[src/rtl/snake_move_controller.sv]
// Snake move sequencer: per tick computes the new head, checks wall/self hits, shifts the body RAM and writes the head.
// Latency: at most 3*MAX_SIZE+4 busy cycles from tick to the head write; INIT takes 2 cycles after start.
// Backpressure: none; tick is dropped while busy or paused, start is honoured only in IDLE/WON/LOST.
module snake_move_controller #(
   parameter int unsigned MAX_SIZE  = 8,
   parameter int unsigned INIT_SIZE = 2
) (
   input  logic       clock,
   input  logic       restart_n,
   input  logic       start,
   input  logic       pause,
   input  logic       tick,
   input  logic [1:0] dir,
   input  logic [5:0] apple_pos,
   input  logic [5:0] mem_rdata,
   output logic [3:0] mem_addr,
   output logic       mem_we,
   output logic [5:0] mem_wdata,
   output logic [3:0] size,
   output logic       eat,
   output logic       busy,
   output logic       won,
   output logic       lost,
   output logic       finished,
   output logic [4:0] db_state
);

   typedef enum logic [4:0] {
      ST_IDLE      = 5'd0,
      ST_INIT      = 5'd1,
      ST_WAIT_TICK = 5'd2,
      ST_PAUSED    = 5'd3,
      ST_CALC      = 5'd4,
      ST_CHECK     = 5'd5,
      ST_SHIFT     = 5'd6,
      ST_HEAD      = 5'd7,
      ST_WON       = 5'd8,
      ST_LOST      = 5'd9
   } state_e;

   // Shift sub-phases: PRE reads the top entry, RD reads ahead (or idles), WR writes one entry down.
   typedef enum logic [1:0] {
      PH_PRE = 2'd0,
      PH_RD  = 2'd1,
      PH_WR  = 2'd2
   } phase_e;

   localparam logic [3:0] MAX_SZ    = 4'(MAX_SIZE);
   localparam logic [3:0] INIT_SZ   = 4'(INIT_SIZE);
   localparam logic [5:0] POS_HEAD0 = 6'o22;
   localparam logic [5:0] POS_BODY0 = 6'o21;

   state_e     state_q, state_d;
   phase_e     ph_q, ph_d;
   logic [3:0] addr_q, addr_d;
   logic       we_q, we_d;
   logic [5:0] wdata_q, wdata_d;
   logic [3:0] size_q, size_d;
   logic       eat_q, eat_d;
   logic       busy_q, busy_d;
   logic       won_q, won_d;
   logic       lost_q, lost_d;
   logic       fin_q, fin_d;
   logic [5:0] nh_q, nh_d;
   logic       grow_q, grow_d;
   logic [3:0] cnt_q, cnt_d;
   logic       rd_q, rd_d;
   logic       cap_q, cap_d;

   logic [2:0] nrow, ncol;
   logic       off_grid;
   logic [3:0] len;

   // Candidate head from the RAM head word and dir; 3-bit wrap of 0-1 lands on 7 and is caught as off-grid.
   always_comb begin
      nrow = mem_rdata[5:3];
      ncol = mem_rdata[2:0];
      case (dir)
         2'b00:   nrow = mem_rdata[5:3] - 3'd1;
         2'b01:   ncol = mem_rdata[2:0] + 3'd1;
         2'b10:   nrow = mem_rdata[5:3] + 3'd1;
         default: ncol = mem_rdata[2:0] - 3'd1;
      endcase
      off_grid = (nrow > 3'd5) || (ncol > 3'd5);
      // Entries checked and shifted: the tail only stays when the snake grows.
      len = grow_q ? size_q : size_q - 4'd1;
   end

   // Next-state and next-output decode. Shift is pipelined so each entry costs two cycles:
   // reads run one step ahead of writes and the read data is parked in wdata_q (cap_q marks a valid read).
   always_comb begin
      state_d = state_q;
      ph_d    = ph_q;
      addr_d  = addr_q;
      we_d    = 1'b0;
      wdata_d = cap_q ? mem_rdata : wdata_q;
      size_d  = size_q;
      eat_d   = 1'b0;
      nh_d    = nh_q;
      grow_d  = grow_q;
      cnt_d   = cnt_q;
      rd_d    = 1'b0;
      cap_d   = rd_q;
      case (state_q)
         ST_IDLE, ST_WON, ST_LOST: begin
            if (start) begin
               state_d = ST_INIT;
               addr_d  = 4'd0;
               we_d    = 1'b1;
               wdata_d = POS_HEAD0;
               size_d  = 4'd0;
               cnt_d   = 4'd0;
            end
         end
         ST_INIT: begin
            if (cnt_q == 4'd0) begin
               addr_d  = 4'd1;
               we_d    = 1'b1;
               wdata_d = POS_BODY0;
               cnt_d   = 4'd1;
            end else begin
               state_d = ST_WAIT_TICK;
               size_d  = INIT_SZ;
               addr_d  = 4'd0;
            end
         end
         ST_WAIT_TICK: begin
            // addr stays 0 here so the head word is on mem_rdata during CALC
            if (pause) begin
               state_d = ST_PAUSED;
            end else if (tick) begin
               state_d = ST_CALC;
            end
         end
         ST_PAUSED: begin
            if (!pause) begin
               state_d = ST_WAIT_TICK;
            end
         end
         ST_CALC: begin
            if (off_grid) begin
               state_d = ST_LOST;
            end else begin
               nh_d    = {nrow, ncol};
               grow_d  = ({nrow, ncol} == apple_pos);
               state_d = ST_CHECK;
               addr_d  = 4'd0;
               cnt_d   = 4'd0;
            end
         end
         ST_CHECK: begin
            // cnt_q counts cycles; from cnt_q=1 on, mem_rdata holds body index cnt_q-1
            if ((cnt_q != 4'd0) && (mem_rdata == nh_q)) begin
               state_d = ST_LOST;
            end else if (cnt_q == len) begin
               state_d = ST_SHIFT;
               ph_d    = PH_PRE;
               addr_d  = len - 4'd1;
               rd_d    = 1'b1;
               cnt_d   = len;
            end else begin
               cnt_d = cnt_q + 4'd1;
               if ((cnt_q + 4'd1) < len) begin
                  addr_d = cnt_q + 4'd1;
               end
            end
         end
         ST_SHIFT: begin
            // cnt_q is the index written by the next write cycle
            case (ph_q)
               PH_PRE: begin
                  ph_d = PH_RD;
                  if (cnt_q >= 4'd2) begin
                     addr_d = cnt_q - 4'd2;
                     rd_d   = 1'b1;
                  end
               end
               PH_RD: begin
                  ph_d   = PH_WR;
                  addr_d = cnt_q;
                  we_d   = 1'b1;
               end
               PH_WR: begin
                  if (cnt_q == 4'd1) begin
                     state_d = ST_HEAD;
                     addr_d  = 4'd0;
                     we_d    = 1'b1;
                     wdata_d = nh_q;
                     eat_d   = grow_q;
                     size_d  = size_q + {3'd0, grow_q};
                  end else begin
                     cnt_d = cnt_q - 4'd1;
                     if (cnt_q >= 4'd3) begin
                        ph_d   = PH_RD;
                        addr_d = cnt_q - 4'd3;
                        rd_d   = 1'b1;
                     end else begin
                        ph_d   = PH_WR;
                        addr_d = 4'd1;
                        we_d   = 1'b1;
                     end
                  end
               end
               default: ph_d = PH_PRE;
            endcase
         end
         ST_HEAD: begin
            if (size_q == MAX_SZ) begin
               state_d = ST_WON;
            end else begin
               state_d = ST_WAIT_TICK;
            end
         end
         default: state_d = ST_IDLE;
      endcase
      busy_d = !(state_d inside {ST_WAIT_TICK, ST_PAUSED, ST_IDLE, ST_WON, ST_LOST});
      won_d  = (state_d == ST_WON);
      lost_d = (state_d == ST_LOST);
      fin_d  = won_d | lost_d;
   end

   // State and registered outputs, synchronous active-low restart.
   always_ff @(posedge clock) begin
      if (!restart_n) begin
         state_q <= ST_IDLE;
         ph_q    <= PH_PRE;
         addr_q  <= 4'd0;
         we_q    <= 1'b0;
         wdata_q <= 6'd0;
         size_q  <= 4'd0;
         eat_q   <= 1'b0;
         busy_q  <= 1'b0;
         won_q   <= 1'b0;
         lost_q  <= 1'b0;
         fin_q   <= 1'b0;
         nh_q    <= 6'd0;
         grow_q  <= 1'b0;
         cnt_q   <= 4'd0;
         rd_q    <= 1'b0;
         cap_q   <= 1'b0;
      end else begin
         state_q <= state_d;
         ph_q    <= ph_d;
         addr_q  <= addr_d;
         we_q    <= we_d;
         wdata_q <= wdata_d;
         size_q  <= size_d;
         eat_q   <= eat_d;
         busy_q  <= busy_d;
         won_q   <= won_d;
         lost_q  <= lost_d;
         fin_q   <= fin_d;
         nh_q    <= nh_d;
         grow_q  <= grow_d;
         cnt_q   <= cnt_d;
         rd_q    <= rd_d;
         cap_q   <= cap_d;
      end
   end

   assign mem_addr  = addr_q;
   assign mem_we    = we_q;
   assign mem_wdata = wdata_q;
   assign size      = size_q;
   assign eat       = eat_q;
   assign busy      = busy_q;
   assign won       = won_q;
   assign lost      = lost_q;
   assign finished  = fin_q;
   assign db_state  = state_q;

endmodule

[config.mk]
export PLATFORM = sky130hd
export DESIGN_NAME = snake_move_controller
export DESIGN_NICKNAME = d
export VERILOG_FILES = /design/src/rtl/snake_move_controller.sv
export SDC_FILE = /design/constraint.sdc
export NUM_CORES = 1
export LEC_CHECK = 0
export ABC_AREA = 1
export CAP_MARGIN = 25
export CORE_MARGIN = 2
export CORE_UTILIZATION = 40
export DETAILED_ROUTE_END_ITERATION = 6
export GPL_TIMING_DRIVEN = 0
export PLACE_DENSITY = 0.68
export SYNTH_ARGS = -nofsm -noshare
export SYNTH_HDL_FRONTEND = slang
export SYNTH_SLANG_ARGS = --single-unit
[constraint.sdc]
create_clock -name clock -period 2.6 [get_ports clock]
set_input_delay 0.26 -clock clock [delete_from_list [all_inputs] [get_ports clock]]
set_output_delay 0.26 -clock clock [all_outputs]
set_load 0.01 [all_outputs]
==> After elaboration in Yosys (flattened, before gate mapping) <==
Cells that the tools add are included.
W data, S select, Z words.
{ "word_totals": {"wordCells": 151, "regBits": 40, "out_inout_bits": 25, "in_bits": 19} }
{ "op_classes": {"reduce_logical": 21, "n_eq_ne": 35, "bitwise": 2, "order_cmp": 5, "muxes": 61, "addsub": 11} }
{ "ops": {"columns": ["op", "count"], "rows": [
  ["$mux W4", 19],
  ["$mux W5", 9],
  ["$pmux W4 S5", 2],
  ["$pmux W5 S8", 1],
  ["$mux W6", 5],
  ["$pmux W4 S3", 2],
  ["$eq A5 B2 Y1 const B", 4],
  ["$eq A5 B3 Y1 const B", 4],
  ["$eq A5 B4 Y1 const B", 4],
  ["$ne A2 B2 Y1 const B", 9],
  ["$pmux W6 S3", 1],
  ["$reduce_and A7 Y1", 2],
  ["$eq A6 B6 Y1", 2],
  ["$pmux W3 S2", 2],
  ["$sub A4 B1 Y4 const B", 3],
  ["$logic_not A5 Y1", 2],
  ["$mux W1", 10],
  ["$reduce_bool A5 Y1", 2],
  ["$ne A3 B3 Y1 const B", 3],
  ["$ge A4 B2 Y1 const B", 2],
  ["$mux W2", 4],
  ["$reduce_and A4 Y1", 2],
  ["$sub A4 B2 Y4 const B", 2],
  ["$add A3 B1 Y3 const B", 2],
  ["30 further kinds", 37]
]} }

==> Longest topological paths before layout <==
{ "logic_depth": {"depth_word": 10, "depth_mapped": 16, "ltp_nobuf": 16} }

==> Least setup slack after synthesis <==
OpenSTA, ideal clock, no wires.
{ "synth_timing": {"path_type": "register -> register", "from": "reg size_q[1] (netlist: size[1])", "to": "reg addr_q[0] (netlist: mem_addr[0])", "slack_ns": 0.400, "period_less_slack_ns": 2.200, "setup_time_ns": 0.070, "stages_incl_launch_ff": 16, "t_arrival_ns": 2.130, "n_path_buf": 0, "required_time_ns": 2.530, "path_cell_list": "dfxtp_1 -> inv_1 -> ha_1 -> inv_1 -> nand2_2 -> nand2_2 -> inv_1 -> ha_1 -> inv_1 -> o21bai_1 -> a21o_1 -> a21oi_1 -> nor2_4 -> nor2_4 -> nand2_1 -> a21oi_1"} }
{ "synth_between": {"elab_chain_len": 6, "elab_cells_between_ends": 9, "classes_between": "add/sub (1); order compare (1); eq/ne (2); mux (4); reduce/logical (1)"} }
{ "synth_rtl": {"columns": ["element", "line", "text"], "rows": [
  ["start, declared", "58", "logic [3:0] size_q, size_d;"],
  ["start signal, assigned", "247", "size_q <= size_d;"],
  ["$sub A4 B1 Y4", "86", "len = grow_q ? size_q : size_q - 4'd1;"],
  ["$mux W4 *", "86", null],
  ["branches (longest 4 deep; another with $lt A4 B4 Y1)", null, null],
  ["end signal, assigned", "244", "addr_q <= addr_d;"],
  ["end, declared", "55", "logic [3:0] addr_q, addr_d;"]
]} }
Mark *: on every way between the ends. The select of a mux whose other input is x is not followed.
A chain may end at the register's enable or synchronous reset.

==> Worst setup path in the final report <==
{ "layout_timing": {"from": "reg cnt_q[0]", "to": "reg addr_q[1] (netlist: mem_addr[1])"} }
{ "layout_between": {"elab_chain_len": 5, "elab_cells_between_ends": 22, "classes_between": "add/sub (3); order compare (3); eq/ne (5); mux (8); reduce/logical (3)"} }
{ "layout_rtl": {"columns": ["element", "line", "text"], "rows": [
  ["start, declared", "66", "logic [3:0] cnt_q, cnt_d;"],
  ["start signal, assigned", "255", "cnt_q <= cnt_d;"],
  ["branches (longest 5 deep; another with $add A4 B1 Y4)", null, null]
]} }
Parallel ways; which one is timed is not known. The select of a mux whose other input is x is not followed.

==> metrics.md <==
| Metric | Value |
|---|---|
| TritonCTS buffer count | 5 |
| Leak pwr | 1.75 nW |
| Post-detail-place hpwl | 6770 µm |
| Post-Syn Nets | 516 |
| Grt ovf | 0 |
| DP Cell Count | 618 |
| Combinational power share | 0.187 |
| Slew Limit Fails | 0 |
| Post-synth ARST share | 0 |
| Finished Core Util | 0.499 |
| Wire per inst | 13.5 µm |
| GRT Overall Usage | 0.203 |
| Fill cells | 783 |
| Worst-Skew Late Latency | 0.30 ns |
| Worst setup SP type | register |
| Pre-CTS setup slack | -0.0785 ns |
| Power Dens Cells | 376 nW/µm² |
| Hold Crit Start | cap_d |
| Ports | 44 |
| Via Count | 3196 |
| Buffers on Ports | 43 |
| WP data required | 2.82 ns |
| CTS tree | done |
| Global-route wire length before repair | 14100 µm |
| DRT antenna net count | 0 |
| Max Clock Skew | 0.0123 ns |
| Final worst-path cycle share | 0.927 |
| Setup violators final | 0 |
| Vias per cell | 5.11 |
| Hold EP | cap_q |
| Core box area | 7650 µm² |
| Reg area | 802 µm² |
| Post-CTS Hold Fix Bufs | 0 |
| R2R Setup Slk | 0.19 ns |
| RR Endpoint | mem_addr[1] |
| #FFs+latches synth | 40 |
| Switching Fraction | 0.288 |
| Predominant post-synthesis flop cell | dfxtp_1 |
| Routability cong. | 0.925 |
| Clk sinks | 40 |
| Antenna violations before repair | 0 |
| Placed inst area | 3700 µm² |
| WHS | 0.426 ns |
| Layout net count | 566 |
| Clk root buf | clkbuf_8 |
| Worst-margin pin slew | 0.510 ns |
| Largest net degree at the start of global routing | 15 |
| Max_slew headroom | 0.657 |
| Fin. Hold Viols | 0 |
| Crit path DAT | 2.63 ns |
| Design Power | 1.44 mW |
| Endpoint type of the worst setup path | register |
| FF-to-FF Start | cnt_q[0] |
| Syn_area_per_cell | 6.63 µm² |
| Area Overhead vs Synth | 21.7% |
| Max Cap Violations | 0 |
| Design area | 3820 µm² |
| Fmax | 415 MHz |
| Vias in the first global route | 3086 |
| # rows | 32 |
| H-tree Lvls | 2 |
| Chip height | 92.6 µm |
| # diodes | 0 |
| Net switching power | 0.414 mW |
| DIE WIDTH | 92.6 µm |
| Reg clk slew, reported paths | 0.09 ns |
| Synthesized area | 3140 µm² |
| Layout cells sized above 1 | 0.115 |
| YS warnings | 0 |
| Synth Instances | 473 |
| Netlist cell types | 39 |
| Total wire length | 8460 µm |
| EDFF count, synth | 0 |
| Starting Density | 0.410 |
| Flop pwr share | 0.440 |
| Period minus WS final | 2.41 ns |
| Critical path origin | cnt_q[0] |
| Setup TNS Final | 0 ns |
| WHS Path Cells | 2 |
| Register area share after synthesis | 0.255 |
| Drt pass-1 iters | 4 |
| R2R cell count | 12 |
| Outcome | finished, final reports clean |
| Multi-input logic area | 2020 µm² |
| CP Max Fanout | 8 |
| Max clock buf depth | 2 |
| Die area | 8570 µm² |
| Worst Hold Class | reg -> reg |
| DR DRC count | 0 |
| Maximum vdd drop | 261 µV |
| Clock power frac | 0.373 |
| WS Path Type | reg -> reg |
| DR iter-0 viols | 177 |
| Final Non-Filler Cells | 626 |
| Cell Int Power | 1.02 mW |
| Setup ws final | 0.189 ns |
==> Yosys cell counts, types with 3 or more instances <==
cell type | n | area share
nand4_1 | 8 | 0.016
buf_4 | 4 | 0.0096
o21ai_1 | 4 | 0.0064
a211oi_1 | 3 | 0.0072
nor2_4 | 4 | 0.014
nand3_1 | 40 | 0.064
nor3_1 | 6 | 0.0096
inv_2 | 8 | 0.0096
o211ai_1 | 7 | 0.017
nor2_1 | 34 | 0.041
nand3_2 | 5 | 0.016
nand2_1 | 103 | 0.12
a31oi_1 | 3 | 0.0060
xor2_1 | 5 | 0.014
inv_1 | 61 | 0.073
a21oi_1 | 38 | 0.061
clkbuf_1 | 3 | 0.0036
ha_1 | 22 | 0.088
nor2_2 | 6 | 0.012
o22ai_1 | 3 | 0.0060
or2_2 | 3 | 0.0060
xnor2_1 | 8 | 0.022
dfxtp_1 | 40 | 0.26
nand2_2 | 10 | 0.020
o21ai_0 | 27 | 0.043
==> registers in the layout, indices dropped and copies added, names as in the netlist, 2 cells and up <==
signal     cells
mem_addr       4
db_state       5
size           4
cnt_q          4
ph_q           2
mem_wdata      6
nh_q           6
==> critical path: stages, from the launching register on <==
cell,delay [ns]
dfxtp_1,0.42
clkbuf_2,0.24
inv_1,0.12
ha_1,0.36
ha_1,0.30
inv_1,0.06
o21bai_1,0.05
a21o_1,0.17
a21oi_2,0.21
nor2_4,0.08
nor2_4,0.13
nand2_1,0.07
a21oi_1,0.13
==> cell usage in the layout (no fill, tap or decap), drive strengths merged, types with 6 or more instances in the layout <==
cell             n
nand2          115
clkdlybuf4s50   43
nand3           46
o21ai           32
a21oi           38
ha              22
inv             69
nor2            45
xnor2            8
dfxtp           40
nor3             6
o211ai           7
nand4            8
clkbuf           8
buf              6
==> worst max-delay path by stage <==
stage	slack (ns)	end	cells after the start
2_1_floorplan	0.40	mem_addr[0]	15
3_3_place_gp	-0.06	cnt_q[0]	16
3_5_place_dp	-0.08	cnt_q[0]	16
4_1_cts	0.07	mem_addr[1]	11
5_1_grt	-0.02	mem_addr[1]	12
6_report	0.19	mem_addr[1]	12
==> metal layers <==
| layer | GRT usage | share of wire | vias up |
|---|---|---|---|
| met4 | 0.0485 | 0.019 | 0 |
| met5 | 0 | 0 | - |
| met1 | 0.251 | 0.45 | 1446 |
| li1 | - | - | 1643 |
| met3 | 0.0309 | 0.039 | 18 |
| met2 | 0.369 | 0.49 | 89 |
==> timing repair <==
action | CTS | global route
gates resized for setup | 1 | 2
setup buffers | 0 | 0
endpoints found under the setup margin | 4 | 4
==> area by class of cell <==
type | instances | share of cell area
multi-input cells | 353 | 0.529
flip-flops and latches | 40 | 0.210
repair buffers | 43 | 0.113
inverters | 71 | 0.0701
well taps | 102 | 0.0334
clock buffers | 5 | 0.0180
plain buffers | 9 | 0.0138
clock inverters | 3 | 0.0125
==> power by group through the flow <==
stage | combinational [mW] | clock (mW) | sequential, mW
after floorplan | 0.170 | 0 | 0.648
after global placement | 0.260 | 0 | 0.646
after detailed placement | 0.266 | 0 | 0.646
after CTS | 0.268 | 0.544 | 0.632
after global routing | 0.300 | 0.565 | 0.633
final | 0.269 | 0.536 | 0.632
==> logic make-up after synthesis <==
logic type,count (synthesis),share of synthesized area
other,1,0.00120
DFF,40,0.255
buffers and inverters,80,0.102
and+or+nand+nor,225,0.347
AOI/OAI and AO/OA,90,0.158
adders and majority gates,24,0.100
xor gates and xnor gates,13,0.0363
Power figures use the tool's default switching activity.
